`config.mk`:
```
export PLATFORM = sky130hd
export DESIGN_NAME = dmg_oam_dma_arb
export DESIGN_NICKNAME = d
export VERILOG_FILES = /design/src/rtl/dmg_oam_dma_arb.sv
export SDC_FILE = /design/constraint.sdc
export NUM_CORES = 1
export LEC_CHECK = 0
export CORE_AREA = 2 2 75 63
export DETAILED_ROUTE_END_ITERATION = 16
export DIE_AREA = 0 0 77 65
export GPL_TIMING_DRIVEN = 0
export PLACE_DENSITY_LB_ADDON = 0.3
export RECOVER_POWER = 100
export SETUP_SLACK_MARGIN = 0.15
export SLEW_MARGIN = 25
export SYNTH_ARGS = -nofsm -noshare
export SYNTH_HDL_FRONTEND = slang
export SYNTH_SLANG_ARGS = --single-unit
```
`constraint.sdc`:
```
create_clock -name CLK -period 4.82 [get_ports CLK]
set_clock_uncertainty 0.1 [all_clocks]
set_input_delay 0.482 -clock CLK [delete_from_list [all_inputs] [get_ports CLK]]
set_output_delay 0.482 -clock CLK [all_outputs]
set_load 0.01 [all_outputs]
```
`src/rtl/dmg_oam_dma_arb.sv`:
```
// OAM DMA engine and CPU/DMA arbiter for a single shared memory bus.
// The CPU passes straight through while idle; a write to the DMA register copies DMA_LEN bytes into OAM.
module dmg_oam_dma_arb #(
    parameter logic [15:0] DMA_REG_ADDR = 16'hFF46,
    parameter int unsigned DMA_LEN      = 160,
    parameter logic [15:0] OAM_BASE     = 16'hFE00
) (
    input  logic        CLK,
    input  logic        nRESET,
    input  logic        CPU_MREQ,
    input  logic        CPU_RD,
    input  logic        CPU_WR,
    input  logic [15:0] CPU_A,
    input  logic [7:0]  CPU_DOUT,
    output logic [7:0]  CPU_DIN,
    output logic        BUS_MREQ,
    output logic        BUS_RD,
    output logic        BUS_WR,
    output logic [15:0] BUS_A,
    output logic [7:0]  BUS_DOUT,
    input  logic [7:0]  BUS_DIN,
    output logic        DMA_ACTIVE
);

    typedef enum logic [1:0] {
        S_IDLE  = 2'd0,
        S_START = 2'd1,
        S_RD    = 2'd2,
        S_WR    = 2'd3
    } state_t;

    localparam logic [7:0] LAST_IDX = 8'(DMA_LEN - 1);

    state_t     r_state;
    logic [7:0] r_idx;
    logic [7:0] r_src;
    logic [7:0] r_dl;

    logic       w_reg_hit;
    logic       w_reg_wr;
    logic       w_reg_rd;
    logic       w_reg_acc;
    logic [7:0] w_eff_src;

    assign w_reg_hit = CPU_MREQ && (CPU_A == DMA_REG_ADDR);
    assign w_reg_wr  = w_reg_hit && CPU_WR;
    assign w_reg_rd  = w_reg_hit && CPU_RD;
    assign w_reg_acc = w_reg_wr || w_reg_rd;

    // Sources in the echo region E000-FDFF alias work RAM C000-DDFF.
    assign w_eff_src = (r_src >= 8'hE0) ? (r_src - 8'h20) : r_src;

    assign DMA_ACTIVE = (r_state != S_IDLE);

    // Transfer sequencer; a register write (re)starts from any state and takes priority.
    always_ff @(posedge CLK or negedge nRESET) begin
        if (!nRESET) begin
            r_state <= S_IDLE;
            r_idx   <= 8'h00;
            r_src   <= 8'h00;
            r_dl    <= 8'h00;
        end else begin
            case (r_state)
                S_IDLE: begin
                    r_state <= S_IDLE;
                end
                S_START: begin
                    r_state <= S_RD;
                end
                S_RD: begin
                    r_dl    <= BUS_DIN;
                    r_state <= S_WR;
                end
                S_WR: begin
                    if (r_idx == LAST_IDX) begin
                        r_state <= S_IDLE;
                    end else begin
                        r_idx   <= r_idx + 8'd1;
                        r_state <= S_RD;
                    end
                end
                default: begin
                    r_state <= S_IDLE;
                end
            endcase
            if (w_reg_wr) begin
                r_src   <= CPU_DOUT;
                r_idx   <= 8'h00;
                r_state <= S_START;
            end
        end
    end

    // Bus and CPU read-data steering.
    always_comb begin
        BUS_MREQ = 1'b0;
        BUS_RD   = 1'b0;
        BUS_WR   = 1'b0;
        BUS_A    = 16'h0000;
        BUS_DOUT = r_dl;
        CPU_DIN  = 8'hFF;
        case (r_state)
            S_IDLE: begin
                BUS_A    = CPU_A;
                BUS_DOUT = CPU_DOUT;
                CPU_DIN  = BUS_DIN;
                if (!w_reg_acc) begin
                    BUS_MREQ = CPU_MREQ;
                    BUS_RD   = CPU_RD;
                    BUS_WR   = CPU_WR;
                end
            end
            S_RD: begin
                BUS_MREQ = 1'b1;
                BUS_RD   = 1'b1;
                BUS_A    = {w_eff_src, r_idx};
            end
            S_WR: begin
                BUS_MREQ = 1'b1;
                BUS_WR   = 1'b1;
                BUS_A    = OAM_BASE + {8'h00, r_idx};
            end
            default: begin
                BUS_A = 16'h0000;
            end
        endcase
        if (w_reg_rd) begin
            CPU_DIN = r_src;
        end
    end

endmodule

```
; ---- After elaboration in Yosys (flattened, before gate mapping)
; Cells that the tools add are included.
[op_classes]
order_cmp = 1
muxes = 17
eq_ne = 6
reduce_logical = 9
addsub = 3
[ops]
columns = cell, n
row1 = $mux 8, 7
row2 = $pmux 16 s3, 1
row3 = $eq 16x16->1 const B, 1
row4 = $add 10x9->11 const A, 1
row5 = $add 8x1->8 const B, 1
row6 = $eq 8x8->1 const B, 1
row7 = $ge 8x8->1 const B, 1
row8 = $pmux 2 s4, 1
row9 = $sub 8x6->8 const B, 1
row10 = $pmux 1 s2, 3
row11 = $eq 2x2->1 const B, 2
row12 = $mux 2, 2
row13 = $reduce_bool 2->1, 2
row14 = $logic_and 1x1->1, 3
row15 = $mux 1, 3
row16 = $eq 2x1->1 const B, 1
row17 = $logic_not 2->1, 1
row18 = $ne 2x2->1 const B, 1
row19 = $reduce_and 2->1, 1
row20 = $reduce_or 2->1, 1
row21 = $logic_or 1x1->1, 1
[word_totals]
output_inout_bits = 36
wordCells = 40
register_bits = 26

; ---- Longest topological paths before layout
; Gate-level depths: netlist of the first run.
[logic_depth]
word_depth = 6
mapped_depth = 7
mapped_depth_nobuf = 6

; ---- Least setup slack after synthesis of the first run
; No wires, ideal clock.
[synth_path]
kind = flip-flop to output port
startpoint = register r_state[1]
endpoint = output BUS_MREQ
path_stages_with_launch = 7
n_path_buf = 2
setup_slack_ns = 2.549
t_arrival_ns = 1.689
cell_sequence = dfrtp_1 > inv_1 > ha_1 > clkbuf_1 > clkbuf_1 > a21oi_1 > nor3_1
[synth_between]
elab_chain_len = 3
word_cells_on_any_way = 5
cone_classes = eq/ne (2) / mux (1) / reduce/logical (2)
[synth_lines]
columns = item, line
row1 = "start, declared", 34  ; state_t r_state;
row2 = "start signal, assigned", 58  ; r_state <= S_IDLE;
row3 = "start signal, assigned", 65  ; r_state <= S_IDLE;
row4 = "start signal, assigned", 68  ; r_state <= S_RD;
row5 = $eq 2x2->1, 102  ; case (r_state)
row6 = $reduce_or 2->1 (no source line), n/a
row7 = $pmux 1 s2 (*), 102
row8 = "end, declared", 16  ; output logic BUS_MREQ,
; Every way passes the cells marked *; elsewhere a longest branch is shown, timed or not.

; ---- Final worst setup path of the first run
[layout_path]
startpoint = input CPU_A[9]
endpoint = output CPU_DIN[1]
[layout_between]
elab_chain_len = 4
[layout_lines]
columns = item, line
row1 = "start, declared", 13  ; input logic [15:0] CPU_A,
row2 = $eq 16x16->1, 45  ; assign w_reg_hit = CPU_MREQ && (CPU_A == DMA_REG_ADDR);
row3 = $logic_and 1x1->1, 45
row4 = $logic_and 1x1->1, 47  ; assign w_reg_rd = w_reg_hit && CPU_RD;
row5 = $mux 8, 127  ; if (w_reg_rd) begin
row6 = "end, declared", 15  ; output logic [7:0] CPU_DIN,
; Every way passes these cells.

==> results.json, run 1 <==
{
  "tightest_slew_ps": 1420,
  "wirelength_um": 4870,
  "cts_buffers": 3,
  "gr-usage-all-layers": 0.208,
  "drv_cap": 0,
  "ant_nets": 0,
  "hpwlAfterDp_um": 3730,
  "p_leak_nw": 1.12,
  "worstPathArrival_ps": 3560,
  "setup_tns_ps": 0,
  "switchingPower_uw": 574,
  "setup_viol": 0,
  "layout_setup_ws_ps": 677,
  "p_seq_frac": 0.240,
  "hp-class": "in2async",
  "vdd.ir_drop.worst_mv": 0.370,
  "ys_warn_count": 0,
  "vias": 1703,
  "dieWidth_um": 77,
  "path_max_fanout": 8,
  "grt_max_degree": 27,
  "crit_type": "in2out",
  "maxSlewViolCount": 0,
  "cp-start-kind": "primary input",
  "hold_violations": 0,
  "timing.critical_path.from": "CPU_A[9]",
  "cts_root_buf": "clkbuf_8",
  "nNetsFinal": 302,
  "die_h_um": 65,
  "fmax_mhz": 241,
  "synth_area_leader_cell": "dfrtp_1",
  "insertedDiodeCount": 0,
  "syn_to_final_growth_pct": 46.8,
  "start_util": 0.413,
  "final_cell_mix": "clkdlybuf4s50_1, dlygate4sd3_1, mux2_2",
  "maxSlewHeadroom": 0.0426,
  "postCtsHoldBufs": 0,
  "syn_nets": 225,
  "grt_pass1_wl_um": 8130,
  "io_buffers": 72,
  "netlist_top_cells_area": "dfrtp_1, mux2_2, nor2_1",
  "cts_tree": "yes",
  "first_pass_iters": 5,
  "fp.coreArea_um2": 4350,
  "rows": 22,
  "fin_crit_ps": 4140,
  "fill_cells": 403,
  "clkPwrFrac": 0.127,
  "cts.repair.resized": 0,
  "comb_power_share": 0.633,
  "syn_inst": 182,
  "yosysUniqueCellTypes": 38,
  "dp_slack_ps": 1490,
  "powerDensity_nw_per_um2": 546,
  "final_common_cell": "clkdlybuf4s50_1",
  "drt-wirelength-per-cell_um": 15.3,
  "ff2ff_path_depth": 5,
  "status": "finished clean",
  "regToRegStartpoint": "r_state[0]$_DFF_PN0_",
  "yosys_register_bits": 26,
  "cts_max_path_buffers": 2,
  "grt_antenna_before_repair": 0,
  "ys_seq_area_frac": 0.362,
  "clock-sinks": 26,
  "r2r_end": "r_state[0]$_DFF_PN0_",
  "final.period_utilization": 0.860,
  "syn_area_um2": 1800,
  "grt_pass1_vias": 1608,
  "post_cts_buffers": 0,
  "p_total_mw": 1.44,
  "syn_avg_cell_area_um2": 9.88,
  "clk_pin_slew_worst_paths_ps": 90,
  "clock_latency_ps": 280,
  "synth_top_area_share": 0.362,
  "gp_congestion": 0.833,
  "viasPerCell": 5.36,
  "ios": 73,
  "p_int_uw": 868,
  "endpoint_kind": "primary output",
  "gr-total-overflow": 0,
  "rsz0062_at_grt": "no",
  "required_ps": 4240,
  "drive_above_1_share": 0.159,
  "drt_iter0_drc": 103,
  "die_area_um2": 5010,
  "r2r_slack_ps": 2800,
  "htree_levels": 1,
  "switching_share": 0.398,
  "post-route-drc-count": 0
}
## synth_stat cells (all sizes together)
library cell  count
xnor2             1
nor4b             1
a221oi            4
a21o              1
clkbuf            8
buf               2
a21oi            11
and4              1
inv               5
and3              2
mux2             30
ha                6
nand3b            1
nand2             6
dfrtp            26
o21ai             2
nor3              5
xor2              3
a211oi            1
nand4b            2
nor3b             1
or2               1
mux2i             3
nor2             27
o21ba             1
nand3             9
a22oi             9
nand2b            6
nand4             3
or2b              1
nand4bb           1
or4               1
o21bai            1
## power by group through the flow
stage | combinational (mW) | clock, mW | sequential, mW
2_1_floorplan | 0.518 | 0 | 0.332
3_3_place_gp | 0.958 | 0 | 0.347
3_5_place_dp | 0.972 | 0 | 0.349
4_1_cts | 0.979 | 0.186 | 0.344
5_1_grt | 0.996 | 0.199 | 0.356
6_report | 0.912 | 0.184 | 0.346
## layout make-up
cell class / instances / area, um^2 / share of cell area
Clock buffer: 3 / 41.3 / 0.0156
Multi-Input combinational cell: 141 / 1070 / 0.406
Clock inverter: 1 / 30.0 / 0.0114
Timing Repair Buffer: 72 / 714 / 0.271
Inverter: 5 / 18.8 / 0.00711
Buffer: 10 / 37.5 / 0.0142
Tap cell: 60 / 75.1 / 0.0284
Sequential cell: 26 / 651 / 0.247
## how the worst max path moves through the flow
stage,endpoint,slack (ps),depth (start not counted)
2_1_floorplan,BUS_MREQ,2550,6
3_3_place_gp,CPU_DIN[7],1510,6
3_5_place_dp,CPU_DIN[1],1490,6
4_1_cts,BUS_A[8],1370,7
5_1_grt,CPU_DIN[5],600,6
6_report,CPU_DIN[1],680,6
## critical path, cell delays in order
cell and delay, ps:
dlygate4sd3_1 640, nand4b_4 110, nor4b_1 1170, nand3_4 300, mux2_2 320, clkdlybuf4s50_1 540
## logic make-up after synthesis
family / after synthesis / synth area share
mux: 33 / 0.207
xor+xnor: 4 / 0.0195
flops: 26 / 0.362
buf+inv: 15 / 0.0320
compound gates: 30 / 0.111
fa+ha+maj: 6 / 0.0418
simple gates: 68 / 0.227
## per-layer routing
layer / vias up / GRT usage / wire length, um
met1: 815 / 0.279 / 2330
met3: 10 / 0.0390 / 250
li1: 812 / - / -
met4: 0 / 0.0670 / 99
met2: 66 / 0.340 / 2190
met5: - / 0 / 0
## registers in the layout, indices dropped and copies added, names as in the netlist
signal,cells
r_src,8
r_state,2
r_dl,8
r_idx,8
## through the flow
stage | util | area [um^2] | hold WS (ps) | instances
after floorplan | - | 1800 | 86.4 | 182
after global placement | 0.596 | 2590 | 385 | 314
after detailed placement | 0.595 | 2590 | 395 | 314
after CTS | 0.612 | 2660 | 115 | 318
after global routing | 0.607 | 2640 | 433 | 318
final | 0.607 | 2640 | 403 | 318
Power figures use the tool's default switching activity.
==> run 2, diff against run 1 <==
==> constraint.sdc (replaced) <==
create_clock -name CLK -period 5.37 [get_ports CLK]
set_clock_uncertainty 0.1 [all_clocks]
set_input_delay 0.537 -clock CLK [delete_from_list [all_inputs] [get_ports CLK]]
set_output_delay 0.537 -clock CLK [all_outputs]
set_load 0.01 [all_outputs]
==> run 2 against run 1 <==
Against the previous run: sequential power decreased by 10%; flip-flop and latch count unchanged; highest routed layer unchanged; global-route usage unchanged; clock power decreased by 10%; critical path type unchanged; routed wire length decreased by 0.29%; worst hold slack improved by 8.3 ps; critical endpoint unchanged; utilization unchanged; combinational power decreased by 11%; die area unchanged; setup slack improved by 320 ps; clock-buffer cell count unchanged.
==> results.json, run 2 (same netlist as run 1, synthesis figures left out) <==
{
  "fill_cells": 403,
  "cts.repair.resized": 0,
  "clock_latency_ps": 280,
  "status": "finished clean",
  "viasPerCell": 5.33,
  "maxSlewViolCount": 0,
  "grt_pass1_vias": 1608,
  "dieWidth_um": 77,
  "final_cell_mix": "dlygate4sd3_1, clkdlybuf4s50_1, mux2_2",
  "grt_max_degree": 27,
  "fin_crit_ps": 4380,
  "cts_tree": "yes",
  "drt_iter0_drc": 105,
  "syn_to_final_growth_pct": 46.8,
  "final.period_utilization": 0.815,
  "rsz0062_at_grt": "no",
  "die_area_um2": 5010,
  "crit_chain": "dlygate4sd3_1 > nand4b_4 > nor4b_1 > nand3_4 > mux2_2 > dlygate4sd3_1",
  "grt_antenna_before_repair": 0,
  "gr-total-overflow": 0,
  "setup_viol": 0,
  "clock-sinks": 26,
  "dp_slack_ps": 1930,
  "postCtsHoldBufs": 0,
  "use_met2": 0.340,
  "drv_cap": 0,
  "ios": 73,
  "setup_tns_ps": 0,
  "rows": 22,
  "vdd.ir_drop.worst_mv": 0.327,
  "endpoint_kind": "primary output",
  "nNetsFinal": 302,
  "finalCoreUtilization": 0.607,
  "gp_congestion": 0.833,
  "critPathMaxStageDelay_ps": 1170,
  "start_util": 0.413,
  "final_common_cell": "dlygate4sd3_1",
  "cts_max_path_buffers": 2,
  "htree_levels": 1,
  "clk_pin_slew_worst_paths_ps": 90,
  "layout_setup_ws_ps": 993,
  "cts_root_buf": "clkbuf_8",
  "worstPathArrival_ps": 3740,
  "gr-usage-all-layers": 0.208,
  "cts_buffers": 3,
  "p_leak_nw": 1.11,
  "post-route-drc-count": 0,
  "maxSlewHeadroom": 0.0381,
  "powerDensity_nw_per_um2": 488,
  "wirelength_um": 4860,
  "hold_violations": 0,
  "die_h_um": 65,
  "path_max_fanout": 8,
  "fp.coreArea_um2": 4350,
  "r2r_slack_ps": 3390,
  "hpwlAfterDp_um": 3730,
  "ant_nets": 0,
  "insertedDiodeCount": 0,
  "first_pass_iters": 4,
  "gr-max-usage-layer": "met2",
  "cp-start-kind": "primary input",
  "grt_pass1_wl_um": 8130,
  "crit_type": "in2out",
  "fmax_mhz": 228,
  "critical_path.slowest_cell": "nor4b_1",
  "drt-wirelength-per-cell_um": 15.3,
  "io_buffers": 72,
  "required_ps": 4730,
  "post_cts_buffers": 0,
  "hp-class": "reg2reg",
  "tightest_slew_ps": 1420,
  "drive_above_1_share": 0.159,
  "worst_path_most_repeated_cell": "dlygate4sd3_1",
  "globalRouteMet1Util": 0.279,
  "reg_top3": "r_dl (8), r_idx (8), r_src (8)",
  "vias": 1695,
  "grtUsageMet3": 0.0390
}
[run 2: final timing paths]
kind / endpoint / depth (start not counted) / start
setup / recovery: CPU_DIN[1] / 6 / CPU_A[9]
hold / removal: r_dl[2]$_DFFE_PN0P_ / 1 / r_dl[2]$_DFFE_PN0P_
setup reg to reg: r_state[0]$_DFF_PN0_ / 5 / r_state[0]$_DFF_PN0_
hold reg to reg: r_dl[2]$_DFFE_PN0P_ / 1 / r_dl[2]$_DFFE_PN0P_
max in group asynchronous: r_dl[5]$_DFFE_PN0P_ / 1 / nRESET
min in group asynchronous: r_dl[3]$_DFFE_PN0P_ / 1 / nRESET
[run 2: area by class of cell]
class	instances	area (um^2)	area share
plain buffers	10	37.5	0.0142
multi-input cells	141	1070	0.406
flip-flops and latches	26	651	0.247
well taps	60	75.1	0.0284
clock inverters	1	30.0	0.0114
clock buffers	3	41.3	0.0156
inverters	5	18.8	0.00711
repair buffers	72	714	0.271
[run 2: layer usage]
layer  vias up  routed length [um]
li1        811                   -
met1       806                2270
met2        68                2190
met3        10                 298
met4         0                 104
met5         -                   0
[run 2: power by group]
| group | total (mW) | switching (mW) | internal (mW) |
|---|---|---|---|
| registers | 0.310 | 0.0534 | 0.257 |
| logic | 0.812 | 0.394 | 0.417 |
| clock network | 0.165 | 0.0649 | 0.0999 |
| total | 1.29 | 0.513 | 0.774 |
[run 2: critical path, delay by kind of cell]
kind	cells	cell delay, ps
buf+inv	2	1250
simple gates	3	1580
mux	1	370
[run 2: per-stage QoR]
| stage | instances | hold slack, ps | power, mW | area (um^2) |
|---|---|---|---|---|
| 4_1_cts | 318 | 170 | 1.35 | 2660 |
| 3_3_place_gp | 314 | 385 | 1.17 | 2590 |
| 2_1_floorplan | 182 | 141 | 0.763 | 1800 |
| 3_5_place_dp | 314 | 395 | 1.19 | 2590 |
| 6_report | 318 | 411 | 1.29 | 2640 |
| 5_1_grt | 318 | 433 | 1.39 | 2640 |
